**config.mk**
```make
export PLATFORM = sky130hd
export DESIGN_NAME = reset_sequencer_flat
export DESIGN_NICKNAME = d
export VERILOG_FILES = /design/src/rtl/reset_sequencer_if.sv /design/src/rtl/reset_sequencer.sv /design/src/flat_wrapper.sv
export SDC_FILE = /design/constraint.sdc
export NUM_CORES = 1
export LEC_CHECK = 0
export ABC_AREA = 1
export CAP_MARGIN = 15
export CORE_MARGIN = 2
export CORE_UTILIZATION = 38
export CTS_BUF_LIST = sky130_fd_sc_hd__clkbuf_4 sky130_fd_sc_hd__clkbuf_8
export CTS_CLUSTER_SIZE = 30
export DETAILED_ROUTE_END_ITERATION = 6
export PLACE_DENSITY = 0.53
export SYNTH_ARGS = -nofsm -noshare
export SYNTH_HDL_FRONTEND = slang
export SYNTH_SLANG_ARGS = --single-unit
```
**constraint.sdc**
```tcl
create_clock -name clk -period 2.33 [get_ports clk]
set_clock_uncertainty 0.1 [all_clocks]
set_input_delay 0.5825 -clock clk [delete_from_list [all_inputs] [get_ports clk]]
set_output_delay 0.5825 -clock clk [all_outputs]
set_load 0.005 [all_outputs]
```
**src/rtl/reset_sequencer_if.sv**
```systemverilog
// rtl/reset_sequencer_if.sv - handshake bundle between the reset sequencer and its reset domains
interface reset_sequencer_if #(
    parameter int NSTAGES = 3
);
    logic               sw_rst;
    logic [NSTAGES-1:0] stage_ack;
    logic [NSTAGES-1:0] out_rst;
    logic               done;
    logic               fault;
    logic [2:0]         state;

    modport master (
        input  sw_rst,
        input  stage_ack,
        output out_rst,
        output done,
        output fault,
        output state
    );

    modport slave (
        output sw_rst,
        output stage_ack,
        input  out_rst,
        input  done,
        input  fault,
        input  state
    );
endinterface

```
**src/rtl/reset_sequencer.sv**
```systemverilog
// rtl/reset_sequencer.sv - ordered, ack-gated release of NSTAGES synchronous resets
// Optional ACK timeout with FAULT state: define RSTSEQ_ACK_TIMEOUT_EN.
module reset_sequencer #(
    parameter int NSTAGES        = 3,
    parameter int HOLD_CYCLES    = 16,
    parameter int GAP_CYCLES     = 4,
    parameter int TIMEOUT_CYCLES = 1024,
    parameter int CNTW           = 16
) (
    input  logic               clk,
    input  logic               rst,
    reset_sequencer_if.master  bus
);
    localparam int KW      = (NSTAGES > 1) ? $clog2(NSTAGES) : 1;
    localparam int CNT_MAX = (HOLD_CYCLES > GAP_CYCLES)
                           ? ((HOLD_CYCLES > TIMEOUT_CYCLES) ? HOLD_CYCLES : TIMEOUT_CYCLES)
                           : ((GAP_CYCLES > TIMEOUT_CYCLES) ? GAP_CYCLES : TIMEOUT_CYCLES);

    localparam logic [CNTW-1:0]    HOLD_LAST = CNTW'(HOLD_CYCLES - 1);
    localparam logic [CNTW-1:0]    GAP_LAST  = CNTW'(GAP_CYCLES - 1);
    localparam logic [CNTW-1:0]    CNT_SAT   = CNTW'(CNT_MAX - 1);
    localparam logic [KW-1:0]      LAST_K    = KW'(NSTAGES - 1);
    localparam logic [NSTAGES-1:0] ONE       = NSTAGES'(1);
`ifdef RSTSEQ_ACK_TIMEOUT_EN
    localparam logic [CNTW-1:0]    TO_LAST   = CNTW'(TIMEOUT_CYCLES - 1);
`endif

    typedef enum logic [2:0] {
        S_HOLD  = 3'd0,
        S_GAP   = 3'd1,
        S_ACK   = 3'd2,
        S_DONE  = 3'd3,
        S_FAULT = 3'd4
    } state_t;

    logic [1:0]         sync_q;
    logic               rst_sync;
    state_t             state_q, state_d;
    logic [KW-1:0]      k_q, k_d;
    logic [CNTW-1:0]    cnt_q, cnt_d, cnt_inc;
    logic [NSTAGES-1:0] out_rst_q, out_rst_d;

    // Async-set synchronizer: assertion is immediate, release is clocked in.
    always_ff @(posedge clk or posedge rst) begin
        if (rst) begin
            sync_q <= 2'b11;
        end else begin
            sync_q <= {sync_q[0], 1'b0};
        end
    end

    assign rst_sync = sync_q[1];
    assign cnt_inc  = (cnt_q >= CNT_SAT) ? cnt_q : cnt_q + 1'b1;

    always_ff @(posedge clk or posedge rst) begin
        if (rst) begin
            state_q   <= S_HOLD;
            k_q       <= '0;
            cnt_q     <= '0;
            out_rst_q <= '1;
        end else if (rst_sync) begin
            state_q   <= S_HOLD;
            k_q       <= '0;
            cnt_q     <= '0;
            out_rst_q <= '1;
        end else begin
            state_q   <= state_d;
            k_q       <= k_d;
            cnt_q     <= cnt_d;
            out_rst_q <= out_rst_d;
        end
    end

    always_comb begin
        state_d   = state_q;
        k_d       = k_q;
        cnt_d     = cnt_q;
        out_rst_d = out_rst_q;
        if (bus.sw_rst) begin
            state_d   = S_HOLD;
            k_d       = '0;
            cnt_d     = '0;
            out_rst_d = '1;
        end else begin
            case (state_q)
                S_HOLD: begin
                    if (cnt_q == HOLD_LAST) begin
                        state_d   = S_ACK;
                        k_d       = '0;
                        cnt_d     = '0;
                        out_rst_d = out_rst_q & ~ONE;
                    end else begin
                        cnt_d = cnt_inc;
                    end
                end
                S_ACK: begin
                    if (bus.stage_ack[k_q]) begin
                        cnt_d = '0;
                        if (k_q == LAST_K) begin
                            state_d   = S_DONE;
                            out_rst_d = '0;
                        end else begin
                            state_d = S_GAP;
                        end
                    end else begin
`ifdef RSTSEQ_ACK_TIMEOUT_EN
                        if (cnt_q == TO_LAST) begin
                            state_d   = S_FAULT;
                            out_rst_d = '1;
                        end else begin
                            cnt_d = cnt_inc;
                        end
`endif
                    end
                end
                S_GAP: begin
                    if (cnt_q == GAP_LAST) begin
                        state_d   = S_ACK;
                        k_d       = k_q + 1'b1;
                        cnt_d     = '0;
                        out_rst_d = out_rst_q & ~(ONE << (k_q + 1'b1));
                    end else begin
                        cnt_d = cnt_inc;
                    end
                end
                S_DONE: begin
                    out_rst_d = '0;
                    // A domain losing readiness restarts the whole sequence.
                    if (!(&bus.stage_ack)) begin
                        state_d   = S_HOLD;
                        k_d       = '0;
                        cnt_d     = '0;
                        out_rst_d = '1;
                    end
                end
                S_FAULT: begin
                    out_rst_d = '1;
                end
                default: begin
                    state_d   = S_HOLD;
                    k_d       = '0;
                    cnt_d     = '0;
                    out_rst_d = '1;
                end
            endcase
        end
    end

    assign bus.out_rst = out_rst_q;
    assign bus.done    = (state_q == S_DONE);
`ifdef RSTSEQ_ACK_TIMEOUT_EN
    assign bus.fault   = (state_q == S_FAULT);
`else
    assign bus.fault   = 1'b0;
`endif
    assign bus.state   = state_q;
endmodule
```
**src/flat_wrapper.sv**
```systemverilog
// flat-port wrapper written by rule: the top's interface ports become plain ports
module reset_sequencer_flat 
#(
    parameter int NSTAGES        = 3,
    parameter int HOLD_CYCLES    = 16,
    parameter int GAP_CYCLES     = 4,
    parameter int TIMEOUT_CYCLES = 1024,
    parameter int CNTW           = 16
)
  (clk, rst, bus_sw_rst, bus_stage_ack, bus_out_rst, bus_done, bus_fault, bus_state);
  reset_sequencer_if #(.NSTAGES(NSTAGES)) bus_i ();
  input  logic clk;
  input  logic rst;
  input wire logic [$bits(bus_i.sw_rst)-1:0] bus_sw_rst;
  input wire logic [$bits(bus_i.stage_ack)-1:0] bus_stage_ack;
  output wire logic [$bits(bus_i.out_rst)-1:0] bus_out_rst;
  output wire logic [$bits(bus_i.done)-1:0] bus_done;
  output wire logic [$bits(bus_i.fault)-1:0] bus_fault;
  output wire logic [$bits(bus_i.state)-1:0] bus_state;
  assign bus_i.sw_rst = bus_sw_rst;
  assign bus_i.stage_ack = bus_stage_ack;
  assign bus_out_rst = bus_i.out_rst;
  assign bus_done = bus_i.done;
  assign bus_fault = bus_i.fault;
  assign bus_state = bus_i.state;
  reset_sequencer #(.NSTAGES(NSTAGES), .HOLD_CYCLES(HOLD_CYCLES), .GAP_CYCLES(GAP_CYCLES), .TIMEOUT_CYCLES(TIMEOUT_CYCLES), .CNTW(CNTW)) u_core (.clk(clk), .rst(rst), .bus(bus_i));
endmodule
```
* Yosys cells after proc, flatten, opt, wreduce, memory -nomap -nowiden
Index checks and enable logic that the tools add are counted.
** Word-level totals
- Register bits after elaboration :: 26
- Input bits :: 6
- Word-level logic and storage cells :: 68
** Operators by class
- Add/subtract/negate cells :: 2
- Order comparisons :: 2
- Equality and inequality tests :: 15
- Shift-type cells :: 1
- Muxes and demuxes :: 32
- Bitwise operators :: 2
- Reduce and logical (&&, ||, !) cells :: 8
** Operator list (number)
- two-way mux 16 bit :: 7
- one-hot mux 16 bit (5 select lines) :: 1
- two-way mux 3 bit :: 12
- adder 16 x 1 -> 16 bit, second input constant :: 1
- == test 16 x 2 -> 1 bit, second input constant :: 1
- == test 16 x 4 -> 1 bit, second input constant :: 1
- >= comparator 16 x 10 -> 1 bit, second input constant :: 1
- inequality test 4 x 2 -> 1 bit, second input constant :: 4
- one-hot mux 3 bit (5 select lines) :: 1
- two-way mux 2 bit :: 6
- one-hot mux 3 bit (4 select lines) :: 1
- AND reduction 4 bit :: 3
- one-hot mux 2 bit (4 select lines) :: 1
- == test 3 x 2 -> 1 bit, second input constant :: 2
- inequality test 3 x 2 -> 1 bit, second input constant :: 2
- AND reduction 3 bit :: 2
- AND reduction 5 bit :: 1
- inequality test 4 x 3 -> 1 bit, second input constant :: 1
- bitwise AND 3 bit :: 1
- == test 3 x 1 -> 1 bit, second input constant :: 1
- == test 3 bit, second input constant :: 1
- zero test 3 bit :: 1
- < comparator 2 x 3 -> 1 bit, second input constant :: 1
- inequality test 3 x 1 -> 1 bit, second input constant :: 1
- other kinds (7) :: 8

* Logic depth before layout (Yosys ltp)
Gate-level depths: netlist of the first run.
- Depth after elaboration :: 8
- Depth in mapped cells :: 11
- Mapped depth without buffers :: 11

* Worst setup path after synthesis of the first run
No wires, ideal clock.
- Path type :: input port to flip-flop
- Start :: in bus_sw_rst
- End :: reg u_core.cnt_q[3]
- Data arrival time :: 1.476 ns
- Required time :: 2.161 ns
- Path slack :: 0.685 ns
- Stages :: 10
- Path buffers :: 1
- Cell sequence :: inv_1 -> nand2_1 -> nor2_2 -> nand3_1 -> nand2_2 -> inv_2 -> nand3_4 -> inv_2 -> buf_6 -> nor2_2
** Between the ends
- Longest elaborated chain between the ends :: 2
- Elaborated cells on any way between the ends :: 6
- Those cells by class :: 3 x eq/ne; 2 x mux; 1 x reduce/logical
** Ends and longest elaborated chain
- start, declared :: line flat_wrapper.sv:14 : input wire logic [$bits(bus_i.sw_rst)-1:0] bus_sw_rst;
- inequality test 4 x 2 -> 1 bit (no line), or another cell as far along
- AND reduction 3 bit (no line) / two-way mux 16 bit (equally long branches)
- end signal, assigned :: line reset_sequencer.sv:69 : cnt_q <= cnt_d;
- end, declared :: line reset_sequencer.sv:40 : logic [CNTW-1:0] cnt_q, cnt_d, cnt_inc;
Parallel ways exist; a longest one is shown, timed or not.
A chain may end at the register's enable or synchronous reset.

* Worst setup path in the final report of the first run
- Start :: reg u_core.state_q[1], in the netlist u_core.bus.state[1]
- End :: out bus_done
** Between the ends
- Longest elaborated chain between the ends :: 1
** Ends and longest elaborated chain
- start, declared :: line reset_sequencer.sv:38 : state_t state_q, state_d;
- start signal, assigned :: line reset_sequencer.sv:67 : state_q <= state_d;
- == test 3 x 2 -> 1 bit :: line reset_sequencer.sv:150 : assign bus.done = (state_q == S_DONE);
- end, declared :: line flat_wrapper.sv:17 : output wire logic [$bits(bus_i.done)-1:0] bus_done;
No other way between the ends.

==> results of run 1 <==
## worst min path at each step
stage | start | end | slack (ps)
5_1_grt | u_core.sync_q[0] | u_core.sync_q[1] | 270
4_1_cts | u_core.sync_q[0] | u_core.sync_q[1] | 260
3_3_place_gp | u_core.sync_q[0] | u_core.sync_q[1] | 250
2_1_floorplan | u_core.sync_q[0] | u_core.sync_q[1] | 250
3_5_place_dp | u_core.sync_q[0] | u_core.sync_q[1] | 250
6_report | u_core.sync_q[0] | u_core.sync_q[1] | 260
## metrics by stage
step	instance area, sq um	setup slack [ps]	utilization	instances
2_1_floorplan	1490	685	-	202
4_1_cts	1690	172	0.459	264
3_5_place_dp	1640	25.4	0.446	260
5_1_grt	1690	87.3	0.459	264
3_3_place_gp	1640	85.3	0.446	260
6_report	1690	183	0.459	264
## per-layer routing
layer	routed length, microns	vias up
met1	1440	580
met2	1300	22
li1	-	642
met4	40	0
met3	143	4
met5	0	-
## layout make-up
cell class,instances,share of cell area
multi-input cells,137,0.407
clock buffers,3,0.0244
inverters,37,0.0820
flip-flops and latches,25,0.373
clock inverters,1,0.00443
repair buffers,13,0.0739
well taps,48,0.0355
## worst max-delay path: cells and delay by family, from the launching register on
family	cells	cell delay (ps)
buffers and inverters	2	660
flip-flops	1	430
AND/OR/NAND/NOR	1	100
## cells in the mapped netlist
library cell	number
nand2_1	47
inv_1	34
nor2_1	25
dfrtp_1	20
nand3_1	20
nor2_2	11
o21ai_0	7
dfstp_2	5
ha_1	5
a21oi_1	3
a31oi_1	3
inv_2	3
nor3_1	3
buf_4	2
nand3_2	2
xor2_1	2
a221oi_1	1
buf_6	1
conb_1	1
nand2_2	1
nand3_4	1
nand3b_1	1
nand4_1	1
o211ai_1	1
## power by group through the flow
stage,combinational (mW),clock (mW),sequential [mW]
floorplan,0.0646,0,0.472
finish,0.105,0.272,0.465
detailed placement,0.107,0,0.474
global placement,0.106,0,0.472
CTS,0.107,0.276,0.465
global route,0.120,0.291,0.468
## flip-flops by register name, indices dropped and copies added (netlist names)
register,flops
u_core.bus.out_rst,3
u_core.bus.state,2
u_core.cnt_q,16
u_core.k_q,2
u_core.sync_q,2
## kinds of logic after synthesis
logic type                 after synthesis  share of synthesized area
and+or+nand+nor                        112                      0.346
AOI/OAI and AO/OA                       15                     0.0576
other                                    1                    0.00254
xor gates and xnor gates                 2                     0.0119
buffers and inverters                   40                      0.112
adders and majority gates                5                     0.0423
DFF                                     25                      0.428
==> summary.md, run 1 <==
| Metric | Value |
|---|---|
| Core ar. | 3690 sq um |
| R2R Setup Slk | 550 ps |
| Int Pwr | between 0.6 and 0.7 mW |
| Slew Limit Fails | 0 |
| Vias/cell | about 4.7 |
| Cts hold-fix bufs | 0 |
| TritonRoute pass-1 iters | 4 |
| Reg-to-reg endpoint | u_core.bus.state[0] |
| Max VDD drop | a little over 0.4 mV |
| Root buffer cell | clkbuf_8 |
| Combinational Power Share | 0.125 |
| Initial Utilization | 0.401 |
| Leak Pwr | 0.775 nW |
| Vias post-DR | roughly 1.2k |
| Max-Cap Viols | 0 |
| Avg WL per Cell | 11.1 microns |
| Pwr/cell area | 498 nW/um^2 |
| Total power | 0.843 mW |
| # setup viols final | 0 |
| Final WL | 2930 microns |
| Gr busiest metal | met2 |
| Net Sw Power | 0.222 mW |
| Die area | 4400 sq um |
| Io pins | 14 |
| Clock share of power | 0.323 |
| Met3 global-route usage | 0.0324 |
| Grt total ovfl | 0 |
| Reg-to-reg startpoint | u_core.cnt_q[1] |
| Critical Path AT | 1460 ps |
| Residual DRC | 0 |
| Hold Vio Cnt, Final | 0 |
| Max frequency | ~0.47 GHz |
| Synth area leaders | dfrtp_1, nand2_1, dfstp_2 |
| Filler instances | 390 |
| Flops & latches, synth | 25 |
| ANT nets after route | 0 |
| Critical Path Source | u_core.bus.state[1] |
| Commonest non-fill, non-tap cell in the layout | nand2_1 |
| Ys Warns | 0 |
| Slowest Stage Delay on Critical Path | ~520 ps |
| Clock Tree Buf Depth | 2 |
| Status | completed |
| Clock transition at path regs | 100 ps |
| Reg area | 632 sq um |
| CTS HTree Levels | 1 |
| Worst Setup EP | bus_done |
| Critical Path End Type | output pin |
| I/O Buffers | 11 |
| Largest net degree at the start of global routing | 26 |
| Met1 global-route usage | 0.218 |
| Clk sinks | 25 |
| Synth area leader | dfrtp_1 |
| Initial drt markers | about 110 |
| Commonest cells after routing, fill and taps aside | nand2_1, inv_1, nor2_1, nand3_1, dfrtp_1 |
| HPWL Detailed | ~2200 microns |
| HP Class | flip-flop to flip-flop |
| Vias in the first global route | roughly 1.2k |
| Postcts setup bufs | 0 |
| Switching Fraction | 0.263 |
| Synth top area share | 0.339 |
| Cells after Synth | 200 |
| # rows | 22 |
| Synth cell types | 24 |
| Reg power frac | 0.552 |
| Die W | 66.4 microns |
| R2r worst-path depth | 11 |
| CP max stage cell | clkdlybuf4s50_1 |
| Layout cells sized above 1 | 0.134 |
| Part of the cycle the worst path needs | 0.922 |
| Crit Path Category | flip-flop to output pin |
| Multi-input gate area | 688 sq um |
| Final #Nets | 228 |
| CP required | approximately 1700 ps |
| Synthesized area | 1480 sq um |
| Final setup TNS | 0 ps |
| Hold_ws | 262 ps |
| WHS Path Cells | 0 |
| Cell Chain, Critical Path | nand2_1 -> inv_1 -> clkdlybuf4s50_1 |
| Placer Congestion | 0.864 |
| Met2 usage | 0.251 |
| Initial antenna violation count | 0 |
| Area Growth Syn to Fin | 14.6% |
| Worst-Skew Late Latency | 280 ps |
| RSZ-0062 raised after global routing | false |
| Global-route wire length before repair | 5380 microns |
| Total inserted antenna cells | 0 |
| Seq/Total Area, Yosys | 0.428 |
| CP Launch Type | flip-flop |
| Die height | 66.4 microns |
| Post-layout min period | 2150 ps |
| Worst-path fanout max | 6 |
| CTS tree | yes |
| CTS Buf Count | 3 |
| Syn avg cell area | 7.39 sq um |
| GRT Total Usage | 0.159 |
| Cts repair resizes | 0 |
No activity file was read; power rests on OpenSTA's default activity.
==> run 2: changes to the inputs <==
--- a/config.mk
+++ b/config.mk
@@ -7,12 +7,14 @@
 export LEC_CHECK = 0
 export ABC_AREA = 1
 export CAP_MARGIN = 15
-export CORE_MARGIN = 2
+export CELL_PAD_IN_SITES_DETAIL_PLACEMENT = 1
+export CELL_PAD_IN_SITES_GLOBAL_PLACEMENT = 1
+export CORE_MARGIN = 1.5
 export CORE_UTILIZATION = 38
 export CTS_BUF_LIST = sky130_fd_sc_hd__clkbuf_4 sky130_fd_sc_hd__clkbuf_8
 export CTS_CLUSTER_SIZE = 30
 export DETAILED_ROUTE_END_ITERATION = 6
-export PLACE_DENSITY = 0.53
+export PLACE_DENSITY = 0.69
 export SYNTH_ARGS = -nofsm -noshare
 export SYNTH_HDL_FRONTEND = slang
 export SYNTH_SLANG_ARGS = --single-unit
==> run 2 against run 1 <==
Maximum frequency about the same. Clock power decreased by 3%. Register-to-register slack got worse by 140 ps. Critical endpoint unchanged.
==> summary.md, run 2 (synthesis gave the netlist of run 1 again) <==
| Metric | Value |
|---|---|
| Global-route wire length before repair | 5730 microns |
| Die W | 65.4 microns |
| Grt total ovfl | 0 |
| CTS HTree Levels | 1 |
| Clock transition at path regs | 90 ps |
| Final worst slack | 184 ps |
| # rows | 22 |
| Vias in the first global route | 1283 |
| Avg WL per Cell | 12.3 microns |
| CP Launch Type | flip-flop |
| Final setup TNS | 0 ps |
| Reg-to-reg startpoint | u_core.cnt_q[0] |
| Final #Nets | 228 |
| Critical Path End Type | output pin |
| Residual DRC | 0 |
| Initial antenna violation count | 0 |
| Top reg by flops | u_core.cnt_q |
| Vias/cell | 4.77 |
| Layout cells sized above 1 | 0.134 |
| Commonest cells after routing, fill and taps aside | nand2_1, inv_1, nor2_1, nand3_1, dfrtp_1 |
| Placer Congestion | 0.859 |
| Critical Path AT | 1460 ps |
| Die height | 65.4 microns |
| Worst-path fanout max | 6 |
| Leak Pwr | between 0.7 and 0.8 nW |
| Total inserted antenna cells | 0 |
| Clock Tree Buf Depth | 2 |
| CP required | around 1700 ps |
| # setup viols final | 0 |
| Largest net degree at the start of global routing | 26 |
| Commonest non-fill, non-tap cell in the layout | nand2_1 |
| Max reg flops | 16 |
| RSZ-0062 raised after global routing | false |
| Initial Utilization | 0.401 |
| ANT nets after route | 0 |
| CTS Buf Count | 3 |
| R2r worst-path depth | 11 |
| R2R Setup Slk | between 400 and 500 ps |
| Cts repair resizes | 0 |
| Part of the cycle the worst path needs | 0.921 |
| Initial drt markers | 84 |
| Core ar. | 3690 sq um |
| Root buffer cell | clkbuf_8 |
| Max-Cap Viols | 0 |
| HP Class | flip-flop to flip-flop |
| Pwr/cell area | 493 nW/um^2 |
| WHS Path Cells | 0 |
| Final WL | between 3000 and 4000 microns |
| Status | completed |
| Die area | 4270 sq um |
| Reg-to-reg endpoint | u_core.bus.state[0] |
| Worst slack, placed | 13.7 ps |
| CTS tree | yes |
| Max frequency | 0.466 GHz |
| HPWL Detailed | 2570 microns |
| Crit Path Category | flip-flop to output pin |
| Max VDD drop | 0.369 mV |
| TritonRoute pass-1 iters | 4 |
| Area Growth Syn to Fin | 14.6% |
| GRT Total Usage | 0.173 |
| Hold_sp | u_core.sync_q[0] |
| Worst-Skew Late Latency | 270 ps |
| Slew Limit Fails | 0 |
| Hold Vio Cnt, Final | 0 |
| Postcts setup bufs | 0 |
| Vias post-DR | ~1.3k |
| WHS Endpoint | u_core.sync_q[1] |
| Post-layout min period | ~2100 ps |
| I/O Buffers | 11 |
| Clk sinks | 25 |
| Io pins | 14 |
| Cts hold-fix bufs | 0 |
## run 2: layout make-up
cell class | count | area (sq um)
clock buffer | 3 | 41.3
clock inverter | 1 | 7.51
sequential | 25 | 632
fill | 492 | 2000
timing repair buffer | 13 | 125
inverter | 37 | 139
tap | 48 | 60.1
multi-input combinational | 137 | 688
## run 2: worst max-delay path: stages, from the launching register on
cell and delay [ps]:
dfrtp_1 440, nand2_1 100, inv_1 140, clkdlybuf4s50_1 530
## run 2: worst max-delay path by stage
| stage | startpoint | end | slack, ps | depth (start not counted) |
|---|---|---|---|---|
| 4_1_cts | u_core.bus.state[1] | bus_done | 160 | 3 |
| 3_5_place_dp | bus_sw_rst | u_core.bus.state[0] | 10 | 11 |
| 6_report | u_core.bus.state[1] | bus_done | 180 | 3 |
| 5_1_grt | u_core.bus.state[1] | bus_done | 110 | 3 |
| 3_3_place_gp | bus_sw_rst | u_core.bus.state[0] | 80 | 11 |
| 2_1_floorplan | bus_sw_rst | u_core.cnt_q[3] | 680 | 10 |
## run 2: power breakdown
group | switching, mW | internal, mW | total (mW) | leakage, nW
registers | 0.0111 | 0.454 | 0.465 | 0.330
logic | 0.0603 | 0.0438 | 0.104 | 0.422
clock network | 0.144 | 0.121 | 0.265 | 0.0217
total | 0.215 | 0.619 | 0.834 | 0.774
## run 2: through the flow
step,instance area [sq um],util,instances,hold slack (ps),power (mW)
floorplan,1490,-,202,245,0.537
global placement,1640,0.446,260,246,0.577
detailed placement,1640,0.446,260,252,0.580
CTS,1690,0.459,264,267,0.853
global route,1690,0.459,264,274,0.880
finish,1690,0.459,264,265,0.834
## run 2: per-layer routing
metal / routed length (microns) / global-route usage / up-vias
li1: - / - / 643
met1: 1680 / 0.240 / 598
met2: 1450 / 0.287 / 16
met3: 95 / 0.0308 / 2
met4: 18 / 0.0313 / 0
met5: 0 / 0 / -
